===== config.mk =====
export PLATFORM = sky130hd
export DESIGN_NAME = video_timing_ctrl
export DESIGN_NICKNAME = d
export VERILOG_FILES = /design/src/rtl/video_timing_ctrl.sv
export SDC_FILE = /design/constraint.sdc
export NUM_CORES = 1
export LEC_CHECK = 0
export CELL_PAD_IN_SITES_DETAIL_PLACEMENT = 1
export CELL_PAD_IN_SITES_GLOBAL_PLACEMENT = 2
export CORE_MARGIN = 4
export CORE_UTILIZATION = 29
export CTS_CLUSTER_SIZE = 25
export DETAILED_ROUTE_END_ITERATION = 10
export PLACE_DENSITY_LB_ADDON = 0.1
export SYNTH_ARGS = -nofsm -noshare
export SYNTH_HDL_FRONTEND = slang
export SYNTH_SLANG_ARGS = --single-unit
export TNS_END_PERCENT = 5

===== constraint.sdc =====
create_clock -name PixelClk -period 2 [get_ports PixelClk]
set_input_delay 0.3 -clock PixelClk [delete_from_list [all_inputs] [get_ports PixelClk]]
set_output_delay 0.3 -clock PixelClk [all_outputs]
set_load 0.01 [all_outputs]

===== src/rtl/video_timing_ctrl.sv =====
// video_timing_ctrl: 720p raster timing generator that requests pixels from an upstream source and drives rgb2dvi.
// Latency: pix_req/h_pos/v_pos are combinational from the counters; vid_* appear PIPE_LAT+1 cycles after the raw raster.
// Backpressure: none; the source must return pix_data exactly PIPE_LAT cycles after pix_req, and the raster never stalls.
// Ports: PixelClk/aRst clock and async active-high reset; en level run request; pix_req/h_pos/v_pos pixel request;
//        pix_data source RGB888; vid_pData/vid_pVDE/vid_pHSync/vid_pVSync to rgb2dvi; frame_start pulse; busy status.
module video_timing_ctrl #(
    parameter int H_ACTIVE = 1280,
    parameter int H_FP     = 110,
    parameter int H_SYNC   = 40,
    parameter int H_BP     = 220,
    parameter int V_ACTIVE = 720,
    parameter int V_FP     = 5,
    parameter int V_SYNC   = 5,
    parameter int V_BP     = 20,
    parameter bit SYNC_POL = 1'b1,
    parameter int PIPE_LAT = 2
) (
    input  logic        PixelClk,
    input  logic        aRst,
    input  logic        en,
    output logic        pix_req,
    output logic [10:0] h_pos,
    output logic [9:0]  v_pos,
    input  logic [23:0] pix_data,
    output logic [23:0] vid_pData,
    output logic        vid_pVDE,
    output logic        vid_pHSync,
    output logic        vid_pVSync,
    output logic        frame_start,
    output logic        busy
);

    localparam int H_TOTAL = H_ACTIVE + H_FP + H_SYNC + H_BP;
    localparam int V_TOTAL = V_ACTIVE + V_FP + V_SYNC + V_BP;

    localparam logic [10:0] H_ACT_C  = 11'(H_ACTIVE);
    localparam logic [10:0] HS_BEG_C = 11'(H_ACTIVE + H_FP);
    localparam logic [10:0] HS_END_C = 11'(H_ACTIVE + H_FP + H_SYNC);
    localparam logic [10:0] H_LAST_C = 11'(H_TOTAL - 1);
    localparam logic [9:0]  V_ACT_C  = 10'(V_ACTIVE);
    localparam logic [9:0]  VS_BEG_C = 10'(V_ACTIVE + V_FP);
    localparam logic [9:0]  VS_END_C = 10'(V_ACTIVE + V_FP + V_SYNC);
    localparam logic [9:0]  V_LAST_C = 10'(V_TOTAL - 1);

    localparam logic [1:0] ST_IDLE  = 2'd0;
    localparam logic [1:0] ST_RUN   = 2'd1;
    localparam logic [1:0] ST_DRAIN = 2'd2;

    logic [1:0]  state_q, state_d;
    logic [10:0] hcnt_q, hcnt_d;
    logic [9:0]  vcnt_q, vcnt_d;
    logic        h_last, v_last, running;
    logic        act, hs, vs, fs;

    assign h_last  = (hcnt_q == H_LAST_C);
    assign v_last  = (vcnt_q == V_LAST_C);
    assign running = (state_q != ST_IDLE);

    // Counters only move while running; leaving IDLE starts from (0,0) on the following cycle.
    // In DRAIN a raised en wins over the end-of-frame exit so re-enabling never leaves a gap.
    always_comb begin
        state_d = state_q;
        hcnt_d  = hcnt_q;
        vcnt_d  = vcnt_q;
        case (state_q)
            ST_IDLE: begin
                hcnt_d = '0;
                vcnt_d = '0;
                if (en) state_d = ST_RUN;
            end
            ST_RUN, ST_DRAIN: begin
                if (h_last) begin
                    hcnt_d = '0;
                    vcnt_d = v_last ? '0 : vcnt_q + 10'd1;
                end else begin
                    hcnt_d = hcnt_q + 11'd1;
                end
                if (en)                      state_d = ST_RUN;
                else if (state_q == ST_RUN)  state_d = ST_DRAIN;
                else if (h_last && v_last)   state_d = ST_IDLE;
            end
            default: state_d = ST_IDLE;
        endcase
    end

    always_ff @(posedge PixelClk or posedge aRst) begin
        if (aRst) begin
            state_q <= ST_IDLE;
            hcnt_q  <= '0;
            vcnt_q  <= '0;
        end else begin
            state_q <= state_d;
            hcnt_q  <= hcnt_d;
            vcnt_q  <= vcnt_d;
        end
    end

    // Raw raster flags for the current counter cycle.
    assign act = running && (hcnt_q < H_ACT_C) && (vcnt_q < V_ACT_C);
    assign hs  = running && (hcnt_q >= HS_BEG_C) && (hcnt_q < HS_END_C);
    assign vs  = running && (vcnt_q >= VS_BEG_C) && (vcnt_q < VS_END_C);
    assign fs  = running && (hcnt_q == 11'd0) && (vcnt_q == 10'd0);

    assign pix_req = act;
    assign h_pos   = act ? hcnt_q : '0;
    assign v_pos   = act ? vcnt_q : '0;
    assign busy    = running;

    // Flag delay line matching the source read latency; it shifts even in IDLE so the
    // tail of a finished frame still reaches the outputs.
    logic [3:0] raw_flags;
    logic [3:0] tap;
    logic [3:0] dly_q [PIPE_LAT];

    assign raw_flags = {act, hs, vs, fs};
    assign tap       = dly_q[PIPE_LAT-1];

    always_ff @(posedge PixelClk or posedge aRst) begin
        if (aRst) begin
            for (int i = 0; i < PIPE_LAT; i++) dly_q[i] <= '0;
        end else begin
            dly_q[0] <= raw_flags;
            for (int i = 1; i < PIPE_LAT; i++) dly_q[i] <= dly_q[i-1];
        end
    end

    logic [23:0] data_q;
    logic        vde_q, hsync_q, vsync_q, fs_q;

    // Output register: pix_data is only captured when the delayed flag says it is a real pixel.
    always_ff @(posedge PixelClk or posedge aRst) begin
        if (aRst) begin
            data_q  <= '0;
            vde_q   <= 1'b0;
            hsync_q <= ~SYNC_POL;
            vsync_q <= ~SYNC_POL;
            fs_q    <= 1'b0;
        end else begin
            data_q  <= tap[3] ? pix_data : 24'h0;
            vde_q   <= tap[3];
            hsync_q <= tap[2] ? SYNC_POL : ~SYNC_POL;
            vsync_q <= tap[1] ? SYNC_POL : ~SYNC_POL;
            fs_q    <= tap[0];
        end
    end

    assign vid_pData   = data_q;
    assign vid_pVDE    = vde_q;
    assign vid_pHSync  = hsync_q;
    assign vid_pVSync  = vsync_q;
    assign frame_start = fs_q;

endmodule

* Word level (Yosys, flattened, before mapping)
Cells that the tools add are included.
Widths: inputs -> output; s select.
** Word-level totals
- Logic and storage cells :: 57
- Flip-flop bits (word level) :: 59
- Output and inout port bits :: 51
** Operators by class
- Equal/unequal tests :: 7
- Mux-type cells :: 15
- $lt $le $gt $ge :: 6
- $add $sub $neg :: 2
- Reductions and logical operators :: 17
** Operator list (number)
- $mux 10 :: 3
- $mux 24 :: 1
- $lt 11x11->1 const B :: 2
- $mux 11 :: 2
- $pmux 11 s2 :: 1
- $lt 10x10->1 const B :: 2
- $pmux 10 s2 :: 1
- $add 11x1->11 const B :: 1
- $eq 11x11->1 const B :: 1
- $ge 11x11->1 const B :: 1
- $logic_not 11->1 :: 1
- $add 10x1->10 const B :: 1
- $eq 10x10->1 const B :: 1
- $ge 10x10->1 const B :: 1
- $logic_not 10->1 :: 1
- $logic_and 1x1->1 :: 9
- $mux 2 :: 4
- $ne 2x2->1 const B :: 2
- $ne 4x4->1 const B :: 1
- $pmux 2 s2 :: 1
- $reduce_and 2->1 :: 2
- $reduce_bool 2->1 :: 2
- $eq 2x1->1 const B :: 1
- $eq 2x2->1 const B :: 1
- 3 further kinds :: 4

* Longest topological paths before layout
Gate-level depths: netlist (run 1).
- Depth after elaboration :: 6
- Mapped depth :: 9
- Depth with buffers taken out :: 6

* Worst setup path before layout (run 1)
OpenSTA, ideal clock, no wires.
- Kind :: reg-to-output
- Start point :: reg state_q[0]
- End point :: out h_pos[9]
- Stages on the path, launching flop included :: 8
- Arrival :: 1.565 ns
- Setup slack :: 0.135 ns
- Cell sequence :: dfrtp_1 -> inv_1 -> ha_1 -> a21oi_1 -> nand2_1 -> a21oi_1 -> clkbuf_1 -> and2_1
** On the way
- Longest elaborated chain between the ends :: 4
** RTL lines
- start, declared :: RTL line 49 : logic [1:0] state_q, state_d;
- start signal, assigned :: RTL line 92 : state_q <= state_d;
- $reduce_bool 2->1 :: RTL line 57 : assign running = (state_q != ST_IDLE);
- $logic_and 1x1->1 (2 in a row) :: RTL line 99 : assign act = running && (hcnt_q < H_ACT_C) && (vcnt_q < V_ACT_C);
- net pix_req :: RTL line 21 : output logic pix_req,
- $mux 11 :: RTL line 105 : assign h_pos = act ? hcnt_q : '0;
- end, declared :: RTL line 22 : output logic [10:0] h_pos,
The timed path passes the listed nets, and every way through them passes these cells.

* Worst setup path in the final report (run 1)
- Start point :: reg state_q[0]
- End point :: out h_pos[6]
** On the way
- Longest elaborated chain between the ends :: 4
** RTL lines (RTL line)
- $reduce_bool 2->1 :: 57
- $logic_and 1x1->1 (2 in a row) :: 99
- $mux 11 :: 105
Every way passes these cells.

==> key figures, run 1 <==
Synth
  • Mux cell area share after synthesis: 0
  • Cells after Synth: 271
  • Syn Std Cell Area: 2806 um^2
  • Number of flops mapped to enable cells by yosys: 0
  • Post-synthesis compound-gate area fraction: 0.08917
  • Largest family of logic cells by synthesized area: simple AND/OR/NAND/NOR gates
  • Synth Register Bits: 59
  • Simple-Gate Fraction of Synth Area: 0.2635
  • Post-Synth Adder-Cell Area: 0.04458
  • Ys flop type: dfrtp_1
  • Synth Warn #: 0
  • Syn_nets: 308
  • Sequential area share after synthesis: 0.5261
  • Mean Syn Cell Area: 10.36 um^2
  • Synth cell types: 40
  • Synth Area in XOR/XNOR: 0.02809
  • Fraction of registers with async set/reset: 1.000

Floorplan
  • I/O pin total: 78
  • Placeable Area: 9328 um^2
  • Die area: 11,320 um^2
  • FP Rows: 35
  • Die Y: 106.4 um
  • Initial core utilization: 0.3009
  • Die W: 106.4 um

Global routing
  • Largest net degree at the start of global routing: 37
  • Gr ovfl total: 0
  • Gr usage total: 0.1538
  • First-pass GRT wire length: 13.57 mm
  • Initial antenna violation count: 0
  • Vias in the first global route: 2,440

Timing
  • Final Hold Fails: 0
  • Slew @ Worst Pin: 0.5532 ns
  • Max transition margin: 0.6312
  • Final Max Slew Viols: 0
  • Final min period: 2.086 ns
  • Final worst-path setup slack: -0.08642 ns
  • WHS: 0.3252 ns
  • Clock Skews: 0.009197 ns
  • RSZ-0062 raised after global routing: yes
  • Final setup violation count: 9
  • Max Freq: 479.3 MHz
  • Final period utilization: 1.043
  • Fin Setup TNS: -0.5656 ns

Layout
  • Fin cells: 517
  • Leading cell types in the layout, fill and taps excluded: dfrtp_1 (59), clkdlybuf4s50_1 (54), and2_1 (37), buf_4 (33), nor2_1 (19)
  • Cell area after layout: 4227 um^2
  • Leading cell type in the layout, fill and taps excluded: dfrtp_1
  • Share of layout cells above drive strength 1: 0.2448
  • Final Util: 0.4531
  • Final net count: 420
  • Diodes inserted: 0
  • P&R area growth vs syn: 50.60%

Placed design
  • Placed cell area: 3877 um^2
  • Input/output buffers: 77
  • Routability cong.: 0.7550
  • Post-DP HPWL: 5.765 mm
  • Dpl ws: -0.2241 ns
  • Inst Count DP: 491

Pwr
  • Power Dens Cells: 1185 nW/um^2
  • P_leak: 1.917 nW
  • Tot Pwr: 5.010 mW
  • VDD IR max: 0.5520 mV

Clock tree
  • CTS clk-pin slew, worst paths: 0.07 ns
  • Clock Latency Late Sink: 0.33 ns
  • Sink Count: 59
  • Root buffer cell: clkbuf_8
  • Clock buffer depth: 2
  • Htree depth: 3
  • CTS Buf Count: 9
  • TritonCTS clock tree: done
  • Hold Buf Count CTS: 0

Routing
  • Routed wire length: 8.250 mm
  • Remaining DRCs: 0
  • DR pass1 iterations: 4
  • DR vias: 2,398
  • Number of DRC markers in iteration 0: 91
  • WL/cell: 15.96 um
  • Drt via density: 4.638
  • Number of antenna-violating nets in the routed design: 0

Worst hold path
  • Worst min-delay path category: in2async

Critical path
  • Worst Setup Start Kind: register
  • CP endpoint kind: output port
  • CP bufs+invs: 4
  • CP Data Arrival Time: 1.79 ns
  • Critical path class: reg2out
  • Worst r2r path cells: 8
  • WP depth: 9
  • Family with the most delay on the worst path: buffers and inverters
  • Worst stage delay on the critical path: 0.37 ns
  • Crit-path max FO: 7
  • Crit path cell chain: inv_2, ha_4, a21oi_4, nand2_2, a21oi_4, buf_6, buf_8, and2_4, buf_6
  • CP Data Required Time: 1.70 ns
  • Slowest stage cell, crit path: dfrtp_1

Status
  • Failing checks: setup timing
  • Status: finished, violations left

Flow run
  • Max Cap Violations: 0
[cell usage after synthesis (2+ instances only)]
master	number	area [um^2]
nand4_1	4	25.02
ha_1	10	125.1
inv_1	12	45.04
xor2_1	4	35.03
o31a_1	2	17.52
buf_6	2	22.52
nand3_1	13	65.06
dfrtp_1	59	1476
buf_2	3	15.01
nor2_1	19	71.32
nor2b_1	2	12.51
nand2_1	16	60.06
and3_1	5	31.28
o211ai_1	6	45.04
o21ai_0	11	55.05
and4b_1	3	30.03
and4_1	3	26.28
nor4_1	5	31.28
a21oi_1	2	10.01
a31oi_1	12	75.07
xnor2_1	5	43.79
nor3_1	4	20.02
clkbuf_1	9	33.78
and2_1	44	275.3
[final timing paths]
kind                                   startpoint                endpoint  slack (ns)
min                                          aRst  vid_pData[4]$_DFF_PP0_        0.33
min reg2reg                      tap[0]$_DFF_PP0_   frame_start$_DFF_PP0_        0.35
max                        state_q[0]$_DFFE_PP0P_                h_pos[6]       -0.09
max reg2reg                state_q[0]$_DFFE_PP0P_   hcnt_q[9]$_DFFE_PP0P_        0.12
max in group asynchronous                    aRst  state_q[1]$_DFFE_PP0P_        1.24
min in group PixelClk            tap[0]$_DFF_PP0_   frame_start$_DFF_PP0_        0.35
[where the power goes]
part	total, mW	internal [mW]	switching, mW
Clock	1.38	0.864	0.520
Sequential	1.58	1.43	0.151
Combinational	2.05	1.13	0.918
[state kept, by name, summed over array words and instances (netlist names)]
name and cells:
vid_pVDE 1, vid_pVSync 1, frame_start 1, vid_pData 24, vid_pHSync 1, state_q 2
tap 4, vcnt_q 10, hcnt_q 11, dly_q 4
[final cells by class]
class                      count  area (um^2)
sequential                    59         1476
timing repair buffer         116         1046
inverter                      12        45.04
tap                          129        161.4
clock buffer                  10        137.6
fill                        1065         5101
multi-input combinational    185         1249
clock inverter                 6        111.4
[metal layers]
layer	GRT usage	part of all wire
met4	0.03238	0.0041
met3	0.05222	0.073
met1	0.2116	0.47
met2	0.2353	0.45
met5	0	0
[logic make-up (layout without fill, tap and decap cells)]
group / Yosys count / after routing
buf+inv: 27 / 144
fa+ha+maj: 10 / 10
compound gates: 39 / 39
simple gates: 127 / 127
xor+xnor: 9 / 9
flops: 59 / 59
[worst reg2reg max path: stages, from the launching register on]
cell and delay (ns):
dfrtp_1 0.40, buf_4 0.14, buf_4 0.12, buf_4 0.14
ha_1 0.24, and4b_1 0.37, nand4_1 0.14, xor2_1 0.17
nor2_1 0.05
[timing repair]
| action | CTS | global route |
|---|---|---|
| cloned | 1 | 0 |
| pin swaps | 5 | 4 |
| gates resized for setup | 110 | 14 |
| setup buffers | 6 | 5 |
| hold endpoints to repair | 0 | 0 |
| endpoints found under the setup margin | 23 | 22 |
Power figures use the tool's default switching activity.
==> run 2, diff against run 1 <==
CTS_CLUSTER_SIZE = 10   (was 25)
GPL_ROUTABILITY_DRIVEN = 0   (was default)
SKIP_CTS_REPAIR_TIMING = 1   (was default)
==> key figures, run 2 (synthesized netlist as in run 1, its figures left out) <==
Status
  • Status: finished, violations left
  • Failing checks: setup timing

Timing
  • Clock Skews: 0.008154 ns (-0.001043 ns)
  • Final worst-path setup slack: -0.1194 ns (-0.03297 ns)
  • Max Freq: 471.8 MHz (-1.6%)
  • RSZ-0062 raised after global routing: yes
  • Final Hold Fails: 0 (unchanged)
  • Slew @ Worst Pin: 0.5531 ns (-0.00005305 ns)
  • Final min period: 2.119 ns (+0.03297 ns)
  • Max transition margin: 0.6313 (about the same)
  • Final setup violation count: 13 (+4)
  • Final Max Slew Viols: 0 (unchanged)
  • Final period utilization: 1.060 (+0.01648)
  • Fin Setup TNS: -1.021 ns (-0.4552 ns)

Floorplan
  • Die Y: 106.4 um (unchanged)
  • Die W: 106.4 um (unchanged)
  • Die area: 11,320 um^2 (unchanged)
  • Initial core utilization: 0.3009 (unchanged)
  • Placeable Area: 9328 um^2 (unchanged)
  • I/O pin total: 78 (unchanged)
  • FP Rows: 35 (unchanged)

Placed design
  • Post-DP HPWL: 5.765 mm (unchanged)
  • Input/output buffers: 77 (unchanged)
  • Dpl ws: -0.2241 ns (unchanged)

Critical path
  • Critical path class: reg2out
  • Crit-path max FO: 4 (-3)
  • Crit path from: state_q[0]$_DFFE_PP0P_
  • CP endpoint kind: output port
  • CP Data Arrival Time: 1.82 ns (+0.03 ns)
  • CP Data Required Time: 1.70 ns (about the same)
  • Reg2reg start: state_q[0]$_DFFE_PP0P_
  • Worst Setup Start Kind: register

Routing
  • WL/cell: 15.92 um (-0.21%)
  • Drt via density: 4.624 (-0.31%)
  • DR pass1 iterations: 4 (unchanged)
  • Number of antenna-violating nets in the routed design: 0 (unchanged)
  • DR vias: 2,386 (-0.50%)
  • Number of DRC markers in iteration 0: 92 (+1.1%)
  • Routed wire length: 8.217 mm (-0.40%)
  • Remaining DRCs: 0 (unchanged)

Clock tree
  • Clock buffer depth: 2 (unchanged)
  • Clock Latency Late Sink: 0.33 ns (about the same)
  • Root buffer cell: clkbuf_8
  • Sink Count: 59 (unchanged)
  • Htree depth: 3 (unchanged)
  • CTS clk-pin slew, worst paths: 0.07 ns (about the same)
  • TritonCTS clock tree: done
  • CTS Buf Count: 9 (unchanged)

Layout
  • Area of the multi-input gates: 1237 um^2 (-0.90%)
  • P&R area growth vs syn: 48.55%
  • Final Util: 0.4469 (-0.006171)
  • Diodes inserted: 0 (unchanged)
  • FILL cells: 1,068 (+0.28%)
  • Sequential standard cell area: 1476 um^2 (unchanged)
  • Max reg flops: 24 (unchanged)
  • Final net count: 419 (-0.24%)
  • Share of layout cells above drive strength 1: 0.2300 (-0.01487)
  • Leading cell type in the layout, fill and taps excluded: dfrtp_1
  • Leading cell types in the layout, fill and taps excluded: dfrtp_1 (59), clkdlybuf4s50_1 (54), and2_1 (42), buf_4 (32), nor2_1 (19)

Pwr
  • P_leak: 1.915 nW (about the same)
  • Sw Share: 0.3182 (+0.0008220)
  • VDD IR max: 0.5501 mV (-0.35%)
  • Power Dens Cells: 1183 nW/um^2 (-0.17%)
  • Cell Int Power: 3.364 mW (-1.6%)
  • Psw: 1.570 mW (-1.3%)
  • Comb power frac: 0.398 (-0.010)
  • Clock Power Share: 0.281 (+0.005)
  • Sequential share of power: 0.320 (+0.005)

Flow run
  • Max Cap Violations: 0 (unchanged)

Global routing
  • Initial antenna violation count: 0 (unchanged)
  • Gr ovfl total: 0 (unchanged)
  • Largest net degree at the start of global routing: 37 (unchanged)
  • Vias in the first global route: 2,427 (-0.53%)
  • Gr usage total: 0.1494 (-0.004383)
  • First-pass GRT wire length: 13.23 mm (-2.5%)

Worst hold path
  • Worst min-delay path category: in2async
[run 2: through the flow]
step                instances  hold slack, ns  instance area [um^2]  total power [mW]
finish                    516          0.3262                  4169             4.933
global route              516          0.3357                  4169             5.243
CTS                       507          0.3259                  4126             4.706
detailed placement        491          0.3363                  3877             3.294
global placement          491          0.3314                  3877             3.271
floorplan                 271          0.3312                  2806             2.318
[run 2: area by class of cell]
cell class | instances | area share
Multi-Input combinational cell | 185 | 0.2968
Timing Repair Buffer | 115 | 0.2398
Clock buffer | 10 | 0.03301
Clock inverter | 6 | 0.02671
Inverter | 12 | 0.01080
Tap cell | 129 | 0.03872
Sequential cell | 59 | 0.3541
[run 2: path summary, 6_finish.rpt]
check / depth (start not counted) / end / slack [ns]
worst min-delay path: 3 / vid_pData[4]$_DFF_PP0_ / 0.33
min in group PixelClk: 0 / frame_start$_DFF_PP0_ / 0.35
max in group asynchronous: 3 / state_q[1]$_DFFE_PP0P_ / 1.24
worst max-delay path: 10 / h_pos[8] / -0.12
worst min register to register: 0 / frame_start$_DFF_PP0_ / 0.35
worst max register to register: 8 / hcnt_q[8]$_DFFE_PP0P_ / 0.25
[run 2: routing by layer]
metal	GRT usage	vias up	wire (um)
met5	0	-	0
met4	0.03238	0	31
met3	0.05100	2	600
met2	0.2276	76	3683
met1	0.2058	1153	3901
li1	-	1155	-
[run 2: power groups by stage]
stage | combinational [mW] | clock [mW] | sequential, mW
6_report | 1.97 | 1.39 | 1.58
3_3_place_gp | 1.67 | 0 | 1.60
3_5_place_dp | 1.68 | 0 | 1.61
2_1_floorplan | 0.676 | 0 | 1.64
4_1_cts | 1.70 | 1.42 | 1.59
5_1_grt | 2.14 | 1.48 | 1.62
[run 2: worst max-delay path, stage by stage, from the launching register on]
cell and delay, ns:
dfrtp_1 0.37, inv_2 0.06, ha_4 0.16, a21oi_4 0.12
nand2_2 0.09, a21oi_4 0.17, buf_6 0.12, buf_6 0.10
buf_6 0.09, and2_4 0.13, buf_6 0.09
==> run 3, diff against run 2 <==
CAP_MARGIN = 20   (was default)
GPL_ROUTABILITY_DRIVEN = 1   (was 0)
==> results of run 3 <==
The final DEF is identical to that of run 2; final timing and power are the same.
